<file path="src/rtl/mem_port_arbiter.sv">
// Single memory bus port shared by instruction fetch and load/store, with one-cycle valid pulses.
// The bus wait-timeout with bus_err is compiled in only when MEM_PORT_ARBITER_TIMEOUT_EN is defined.
// state  | meaning
// IDLE   | arbitrate between fetch and data requests
// BUS_D  | data access outstanding on the bus
// BUS_I  | fetch access outstanding on the bus
// RESP   | valid pulse cycle, no new grant
module mem_port_arbiter #(
  parameter int XLEN    = 32,
  parameter int TIMEOUT = 16
) (
  input  logic            clock,
  input  logic            reset,
  input  logic            if_req,
  input  logic [XLEN-1:0] if_addr,
  output logic [XLEN-1:0] if_rdata,
  output logic            if_valid,
  input  logic            d_load,
  input  logic            d_store,
  input  logic [XLEN-1:0] d_addr,
  input  logic [XLEN-1:0] d_wdata,
  output logic [XLEN-1:0] d_rdata,
  output logic            d_valid,
  output logic            stall,
  output logic            bus_req,
  output logic            bus_we,
  output logic [XLEN-1:0] bus_addr,
  output logic [XLEN-1:0] bus_wdata,
  input  logic [XLEN-1:0] bus_rdata,
  input  logic            bus_ack,
  output logic            bus_err
);

  typedef enum logic [1:0] {IDLE, BUS_D, BUS_I, RESP} state_t;

  state_t            state_q, state_d;
  logic              last_d_q, last_d_d;
  logic              bus_req_q, bus_req_d;
  logic              bus_we_q, bus_we_d;
  logic [XLEN-1:0]   bus_addr_q, bus_addr_d;
  logic [XLEN-1:0]   bus_wdata_q, bus_wdata_d;
  logic [XLEN-1:0]   if_rdata_q, if_rdata_d;
  logic [XLEN-1:0]   d_rdata_q, d_rdata_d;
  logic              if_valid_q, if_valid_d;
  logic              d_valid_q, d_valid_d;
  logic              d_pend;
  logic              grant_d;

`ifdef MEM_PORT_ARBITER_TIMEOUT_EN
  localparam int CW = $clog2(TIMEOUT);
  logic [CW-1:0]     cnt_q, cnt_d;
  logic              bus_err_q, bus_err_d;
`else
  localparam int unused_timeout = TIMEOUT;
`endif

  assign d_pend  = d_load | d_store;
  // Alternate on contention: fetch wins only if data won last time.
  assign grant_d = d_pend && (!if_req || !last_d_q);

  always_comb begin
    state_d     = state_q;
    last_d_d    = last_d_q;
    bus_req_d   = bus_req_q;
    bus_we_d    = bus_we_q;
    bus_addr_d  = bus_addr_q;
    bus_wdata_d = bus_wdata_q;
    if_rdata_d  = if_rdata_q;
    d_rdata_d   = d_rdata_q;
    if_valid_d  = 1'b0;
    d_valid_d   = 1'b0;
`ifdef MEM_PORT_ARBITER_TIMEOUT_EN
    cnt_d       = cnt_q;
    bus_err_d   = 1'b0;
`endif
    case (state_q)
      IDLE: begin
        if (d_pend || if_req) begin
          bus_req_d = 1'b1;
          last_d_d  = grant_d;
`ifdef MEM_PORT_ARBITER_TIMEOUT_EN
          cnt_d     = '0;
`endif
          if (grant_d) begin
            bus_addr_d  = d_addr;
            bus_we_d    = d_store;
            bus_wdata_d = d_wdata;
            state_d     = BUS_D;
          end else begin
            bus_addr_d  = if_addr;
            bus_we_d    = 1'b0;
            state_d     = BUS_I;
          end
        end
      end
      BUS_D, BUS_I: begin
        if (bus_ack) begin
          bus_req_d = 1'b0;
          bus_we_d  = 1'b0;
          state_d   = RESP;
          if (state_q == BUS_D) begin
            if (!bus_we_q) d_rdata_d = bus_rdata;
            d_valid_d = 1'b1;
          end else begin
            if_rdata_d = bus_rdata;
            if_valid_d = 1'b1;
          end
        end
`ifdef MEM_PORT_ARBITER_TIMEOUT_EN
        else if (cnt_q == CW'(TIMEOUT - 1)) begin
          bus_req_d = 1'b0;
          bus_we_d  = 1'b0;
          bus_err_d = 1'b1;
          state_d   = RESP;
          if (state_q == BUS_D) begin
            d_rdata_d = '0;
            d_valid_d = 1'b1;
          end else begin
            if_rdata_d = '0;
            if_valid_d = 1'b1;
          end
        end else begin
          cnt_d = cnt_q + CW'(1);
        end
`endif
      end
      RESP:    state_d = IDLE;
      default: state_d = IDLE;
    endcase
  end

  always_ff @(posedge clock or negedge reset) begin
    if (!reset) begin
      state_q     <= IDLE;
      last_d_q    <= 1'b0;
      bus_req_q   <= 1'b0;
      bus_we_q    <= 1'b0;
      bus_addr_q  <= '0;
      bus_wdata_q <= '0;
      if_rdata_q  <= '0;
      d_rdata_q   <= '0;
      if_valid_q  <= 1'b0;
      d_valid_q   <= 1'b0;
    end else begin
      state_q     <= state_d;
      last_d_q    <= last_d_d;
      bus_req_q   <= bus_req_d;
      bus_we_q    <= bus_we_d;
      bus_addr_q  <= bus_addr_d;
      bus_wdata_q <= bus_wdata_d;
      if_rdata_q  <= if_rdata_d;
      d_rdata_q   <= d_rdata_d;
      if_valid_q  <= if_valid_d;
      d_valid_q   <= d_valid_d;
    end
  end

`ifdef MEM_PORT_ARBITER_TIMEOUT_EN
  always_ff @(posedge clock or negedge reset) begin
    if (!reset) begin
      cnt_q     <= '0;
      bus_err_q <= 1'b0;
    end else begin
      cnt_q     <= cnt_d;
      bus_err_q <= bus_err_d;
    end
  end
  assign bus_err = bus_err_q;
`else
  assign bus_err = 1'b0;
`endif

  assign bus_req   = bus_req_q;
  assign bus_we    = bus_we_q;
  assign bus_addr  = bus_addr_q;
  assign bus_wdata = bus_wdata_q;
  assign if_rdata  = if_rdata_q;
  assign d_rdata   = d_rdata_q;
  assign if_valid  = if_valid_q;
  assign d_valid   = d_valid_q;
  assign stall     = (if_req && !if_valid_q) || (d_pend && !d_valid_q);

endmodule
</file>
<file path="config.mk">
export PLATFORM = sky130hd
export DESIGN_NAME = mem_port_arbiter
export DESIGN_NICKNAME = d
export VERILOG_FILES = /design/src/rtl/mem_port_arbiter.sv
export SDC_FILE = /design/constraint.sdc
export NUM_CORES = 1
export LEC_CHECK = 0
export CAP_MARGIN = 20
export CORE_ASPECT_RATIO = 1.2
export CORE_MARGIN = 10
export CORE_UTILIZATION = 37
export DETAILED_ROUTE_END_ITERATION = 8
export HOLD_SLACK_MARGIN = 0.05
export PLACE_DENSITY_LB_ADDON = 0.3
export REMOVE_ABC_BUFFERS = 1
export SYNTH_ARGS = -nofsm -noshare
export SYNTH_HDL_FRONTEND = slang
export SYNTH_SLANG_ARGS = --single-unit
</file>
<file path="constraint.sdc">
create_clock -name clock -period 1.6 [get_ports clock]
set_input_delay 0.16 -clock clock [delete_from_list [all_inputs] [get_ports clock]]
set_output_delay 0.16 -clock clock [all_outputs]
set_load 0.1 [all_outputs]
</file>
==> run metrics, run 1 <==
Syn Area/Cell around 14 sq um; Crit Path Max Fanout 3; crit path cell chain inv_2 -> ha_4 -> or4b_4 -> o21a_4 -> mux2_4; via count about 4200; WP data required 1.90 ns; std cell rows 48; largest net degree at the start of global routing 66; first-pass GRT wire length roughly 28000 microns; vias in the first global route about 4700; Clock H-tree levels 4; ANT cells 0; Post-layout nets 824; share of the synthesized area in the top cell type 62.2%; CTS max path bufs 2; r2r setup slk -0.02 ns; CTS Sinks 135; Yosys Warn Count 0; cells after synthesis around 380; reg-to-reg endpoint state_q[1]$_DFFE_PN0P_; Cell Area, Synth 0.00543 sq mm; Critical Path AT 1.92 ns; unrepaired setup endpoints after global routing yes; Fin. Hold Viols 0; clock skew 0.00738 ns; latest clock arrival within the worst-skew pair 0.42 ns; synthesized flop and latch total 135; Area contributors post-synth dfrtp_1, mux2_2, mux2i_1; CP Class reg2reg; cell taking the most area after synthesis dfrtp_1; CP peak stage delay about 0.47 ns; clk root buf clkbuf_16; Netlist cell types 29; crit path launch state_q[1]$_DFFE_PN0P_; number of routed nets with antenna violations 0; failing checks setup timing; Critical-path top delay cell or4b_4; CTS Buf Count 17; Buffers on Ports 266; Die X-Extent 131 microns; most common cell after layout, fill and taps aside buf_12; Final Routed Wirelength about 18000 microns; DRC viols 0; wl on met1 6040 microns; worst r2r path cells 5; DP Wirelength 14600 microns; drt first-iter violations 157; routability cong. 0.797; Ports 268; Initial Utilization 37.7%; top sig layer met5; minimum clock period 1.62 ns; max-slew violations 0; most frequent cells in the layout buf_12, dfrtp_1, clkdlybuf4s50_1, mux2_2, nand2_1; CP startpoint kind register; final setup vio count 1; RR Startpoint state_q[1]$_DFFE_PN0P_; crit path to state_q[1]$_DFFE_PN0P_; core box area 0.0144 sq mm; maxcap violations 0; Max Fclk 617 MHz; DR pass1 iterations 4; GR Overflow Total 0; initial antenna violation count 1; vias per inst just under 5; outcome finished, violations left; Filler Cell Count between 900 and 1000; CTS tree done; CTS clk-pin slew, worst paths roughly 0.050 ns; post-DR wirelength/cell 21.1 microns; die area 0.0200 sq mm; final core utilization 73.7%; met3 WL 1310 microns; post-synthesis sequential area ratio 62.2%; CP endpoint kind register; Total GRT Usage ~18%; Hold/Removal Path Class in2async; final worst slack -0.0213 ns; Detail Route met2 WL 10700 microns; layout cells sized above 1 44.0%; worst slack at placement -0.206 ns; synth-to-layout area growth 95.5%; DIE HEIGHT 153 microns; crit share post-route 101%
## worst max-delay path, delay by kind of cell (launching register included)
| family | cells | cell delay, ns |
|---|---|---|
| AOI/OAI and AO/OA | 1 | 0.14 |
| DFF | 1 | 0.38 |
| muxes | 1 | 0.29 |
| adders and majority gates | 1 | 0.13 |
| and+or+nand+nor | 1 | 0.47 |
| buffers and inverters | 1 | 0.09 |
## registers in the layout, summed over array words and instances (netlist names)
name / flops
bus_addr: 32
bus_wdata: 32
d_rdata: 32
if_rdata: 32
state_q: 2
bus_req: 1
bus_we: 1
d_valid: 1
if_valid: 1
last_d_q: 1
## cells in the mapped netlist, drive strengths merged
cell type and number:
dfrtp 135, mux2 97, nand2 36, mux2i 34, o21ai 34, buf 18, inv 6, clkbuf 3
ha 3, nor2 2, o2bb2ai 2, a21oi 1, a22o 1, a2bb2oi 1, a31oi 1, and2 1
conb 1, nand2b 1, nand3b 1, nor2b 1, o21a 1, o22ai 1, o31ai 1, or4b 1
## routing by layer
| layer | vias up | GRT usage [%] |
|---|---|---|
| met2 | 139 | 34.2 |
| met1 | 2128 | 17.5 |
| met4 | 2 | 6.79 |
| li1 | 1950 | - |
| met5 | - | 0 |
| met3 | 23 | 6.86 |
## layout make-up
type	count	area [sq um]	share of cell area, %
clock buffers	21	450	4.24
clock inverters	9	80.1	0.754
inverters	6	22.5	0.212
multi-input cells	221	1980	18.7
well taps	175	219	2.06
repair buffers	306	4490	42.2
flip-flops and latches	135	3380	31.8
## worst min path at each step
| stage | start | cells past startpoint | slack, ns | to |
|---|---|---|---|---|
| after floorplan | reset | 0 | -0.14 | bus_addr[0]$_DFFE_PN0P_ |
| after global placement | reset | 1 | -0.01 | bus_wdata[22]$_DFFE_PN0P_ |
| after detailed placement | reset | 1 | -0.01 | bus_wdata[22]$_DFFE_PN0P_ |
| after CTS | reset | 2 | 0.09 | bus_wdata[22]$_DFFE_PN0P_ |
| after global routing | reset | 2 | 0.11 | bus_wdata[22]$_DFFE_PN0P_ |
| final | reset | 2 | 0.11 | bus_wdata[22]$_DFFE_PN0P_ |
## per-stage QoR
| step | instances | area [sq um] | hold WS, ns | TNS, ns |
|---|---|---|---|---|
| floorplan | 362 | 5320 | -0.136 | -122.45 |
| global placement | 834 | 9890 | -0.0119 | -7.80 |
| detailed placement | 834 | 9890 | -0.00953 | -12.13 |
| CTS | 866 | 10500 | 0.0947 | -0.0273 |
| global route | 873 | 10600 | 0.112 | -0.277 |
| finish | 873 | 10600 | 0.114 | -0.0213 |
## timing repair
action | in CTS | in global routing
gates resized for setup | 7 | 9
gates cloned | 1 | 3
endpoints found under the setup margin | 66 | 43
buffers inserted | 0 | 4
endpoints found under the hold margin | 135 | 0
hold buffers | 1 | 0
## cells by family (layout without fill, tap and decap cells)
group,count (synthesis),after routing,synth area share [%]
flops,135,135,62.2
mux,131,131,26.4
compound gates,43,43,4.74
simple gates,43,43,3.41
buf+inv,27,342,2.46
fa+ha+maj,3,3,0.691
other cells,1,1,0.0690
Power of run 1 is not shown: default switching activity piles up to over one toggle a cycle in this logic, so the estimate is an artifact.
==> run 2, diff against run 1 <==
- SLEW_MARGIN: default -> 40
==> results of run 2 <==
Final layout, timing and power as in run 1 (identical DEF).
Power of run 2 is left out for the same reason.
==> run 3, diff against run 2 <==
--- a/config.mk
+++ b/config.mk
@@ -19 +19,2 @@
 export SYNTH_SLANG_ARGS = --single-unit
+export TNS_END_PERCENT = 50
--- a/constraint.sdc
+++ b/constraint.sdc
@@ -3,2 +3,2 @@
 set_output_delay 0.16 -clock clock [all_outputs]
-set_load 0.1 [all_outputs]
+set_load 0.02 [all_outputs]
==> run 3 against run 2 <==
  * The run still ends with setup timing left
  * Maximum frequency down 0.74%
  * Setup slack worse by 0.012 ns
  * Critical endpoint unchanged
  * Via count down 1.1%
  * Design area down 11%
  * Register-to-register slack about the same
  * Die area unchanged
  * Hold slack better by 0.15 ns
  * Clock skew about the same
  * Flip-flop and latch count unchanged
  * Global-route usage down 0.99 points
  * Sequential share of layout area up 3.8 points
  * Utilization down 7.9 points
==> run metrics, run 3 (synthesized netlist as in run 1, its figures left out) <==
outcome finished, violations left; failing checks setup timing; minimum clock period 1.63 ns (+0.0120 ns); Sw Share 35.5%; final worst slack -0.0333 ns (-0.0120 ns); Clock H-tree levels 4 (unchanged); largest net degree at the start of global routing 66 (unchanged); DIE HEIGHT 153 microns (unchanged); core box area 0.0144 sq mm (unchanged); ANT cells 0 (unchanged); CTS tree done; DRC viols 0 (unchanged); post-DR wirelength/cell 20.5 microns (-3.3%); drt first-iter violations 126 (-20%); net load switching power 0.00735 W; WP data required 1.89 ns (about the same); r2r setup slk -0.03 ns (about the same); Initial Utilization 37.7% (unchanged); via count 4196 (-1.1%); Post-layout nets 823 (-0.12%); Hold/Removal Path Class in2async; first-pass GRT wire length 26500 microns (-4.2%); Logic pwr share between 50% and 60%; layout cells sized above 1 25.2% (-19 points); vias per inst 4.80 (-1.2%); reg-to-reg endpoint state_q[1]$_DFFE_PN0P_; sequential power share 29.2%; CTS Sinks 135 (unchanged); Total GRT Usage 17.4% (-0.99 points); Static Leakage roughly 4.5 nW; clk root buf clkbuf_16; latest clock arrival within the worst-skew pair 0.41 ns (about the same); clock skew 0.00773 ns (+0.000347 ns); final core utilization 65.8% (-7.9 points); Placed Area 0.00855 sq mm (-14%); CTS Buf Count 17 (unchanged); worst hold slack 0.263 ns (+0.149 ns); crit share post-route 102% (+0.75 points); Die X-Extent 131 microns (unchanged); most common cell after layout, fill and taps aside clkdlybuf4s50_1; CTS max path bufs 2 (unchanged); max-slew violations 0 (unchanged); PD cells 2190 mW/mm^2; GR Overflow Total 0 (unchanged); Max Fclk 612 MHz (-0.74%); DP Wirelength 13700 microns (-6.4%); worst r2r path cells 5 (unchanged); routability cong. 0.831 (+4.3%); Filler Cell Count 1120 (+22%); initial antenna violation count 1 (unchanged); CP Class reg2reg; number of routed nets with antenna violations 0 (unchanged); unrepaired setup endpoints after global routing yes; P_int 0.0134 W; maxcap violations 0 (unchanged); die area 0.0200 sq mm (unchanged); vias in the first global route 4754 (+0.34%); Clock power frac 19.6%; CTS clk-pin slew, worst paths 0.06 ns (about the same); CP startpoint kind register; Crit Path Max Fanout 3 (unchanged); CP endpoint kind register; Buffers on Ports 266 (unchanged); Pwr Total about 0.021 W; synth-to-layout area growth 74.5%; Ports 268 (unchanged); std cell rows 48 (unchanged); most frequent cells in the layout clkdlybuf4s50_1, dfrtp_1, mux2_2, dlymetal6s2s_1, nand2_1; final setup vio count 12 (+11); Setup TNS Final -0.159 ns (-0.138 ns); Fin. Hold Viols 0 (unchanged); peak supply drop 1.35 mV; Final Routed Wirelength 17900 microns (-3.2%); DR pass1 iterations 4 (unchanged); Design Area, Final 0.00948 sq mm (-11%); RR Startpoint state_q[1]$_DFFE_PN0P_; Critical Path AT 1.93 ns (about the same)
[run 3: cell types whose count changed in the layout (fill, tap and decap cells not counted), moves of 4 or more]
cell             change
clkdlybuf4s50_1     +83
dlygate4sd2_1       +12
mux2_2               +4
dlymetal6s2s_1      +38
mux2_4               -4
buf_12             -132
[run 3: layout make-up]
type	instances	area (sq um)	share of cell area, %
sequential	135	3380	35.6
timing repair buffer	305	3270	34.5
multi-input combinational	221	1970	20.8
clock buffer	20	447	4.71
tap	175	219	2.31
clock inverter	12	176	1.86
inverter	6	22.5	0.238
[run 3: how the worst max path moves through the flow]
stage	from	end	slack [ns]	depth (start not counted)
after floorplan	if_req	bus_req$_DFFE_PN0P_	-2.47	3
after global placement	if_req	state_q[1]$_DFFE_PN0P_	-0.11	4
after detailed placement	if_req	bus_addr[9]$_DFFE_PN0P_	-0.18	6
after CTS	state_q[1]$_DFFE_PN0P_	d_rdata[11]$_DFFE_PN0P_	-0.04	6
after global routing	state_q[1]$_DFFE_PN0P_	state_q[1]$_DFFE_PN0P_	-0.07	5
final	state_q[1]$_DFFE_PN0P_	state_q[1]$_DFFE_PN0P_	-0.03	5
[run 3: routing by layer]
metal	global-route usage, %	vias up	routed length, microns
li1	-	1944	-
met1	16.2	2075	5930
met2	32.5	150	10100
met3	6.82	25	1430
met4	6.53	2	363
met5	0	-	13
[run 3: power groups by stage]
stage | Clock [W] | Sequential, W | Combinational (W)
3_3_place_gp | 0 | 0.00601 | 0.0101
5_1_grt | 0.00434 | 0.00626 | 0.0112
3_5_place_dp | 0 | 0.00612 | 0.0103
4_1_cts | 0.00418 | 0.00609 | 0.0103
6_report | 0.00407 | 0.00605 | 0.0106
2_1_floorplan | 0 | 0.00808 | 0.00298
[run 3: timing repair]
item | 4_1_cts | 5_1_grt
hold buffers | 1 | 0
resized for setup | 16 | 45
pin swaps | 0 | 0
setup endpoints to repair | 78 | 104
setup buffers | 1 | 3
gates cloned | 0 | 6
hold endpoints to repair | 27 | 0
[run 3: metrics by stage]
| step | setup slack, ns | cells |
|---|---|---|
| floorplan | -2.47 | 362 |
| global placement | -0.113 | 831 |
| detailed placement | -0.178 | 831 |
| CTS | -0.0419 | 865 |
| global route | -0.0734 | 874 |
| finish | -0.0333 | 874 |
[run 3: critical path: stages (launching register included)]
cell     delay, ns
dfrtp_1       0.39
inv_2         0.10
ha_4          0.14
or4b_4        0.46
o21a_4        0.14
mux2_4        0.29
Note: power is estimated with default switching activity, not from simulation.
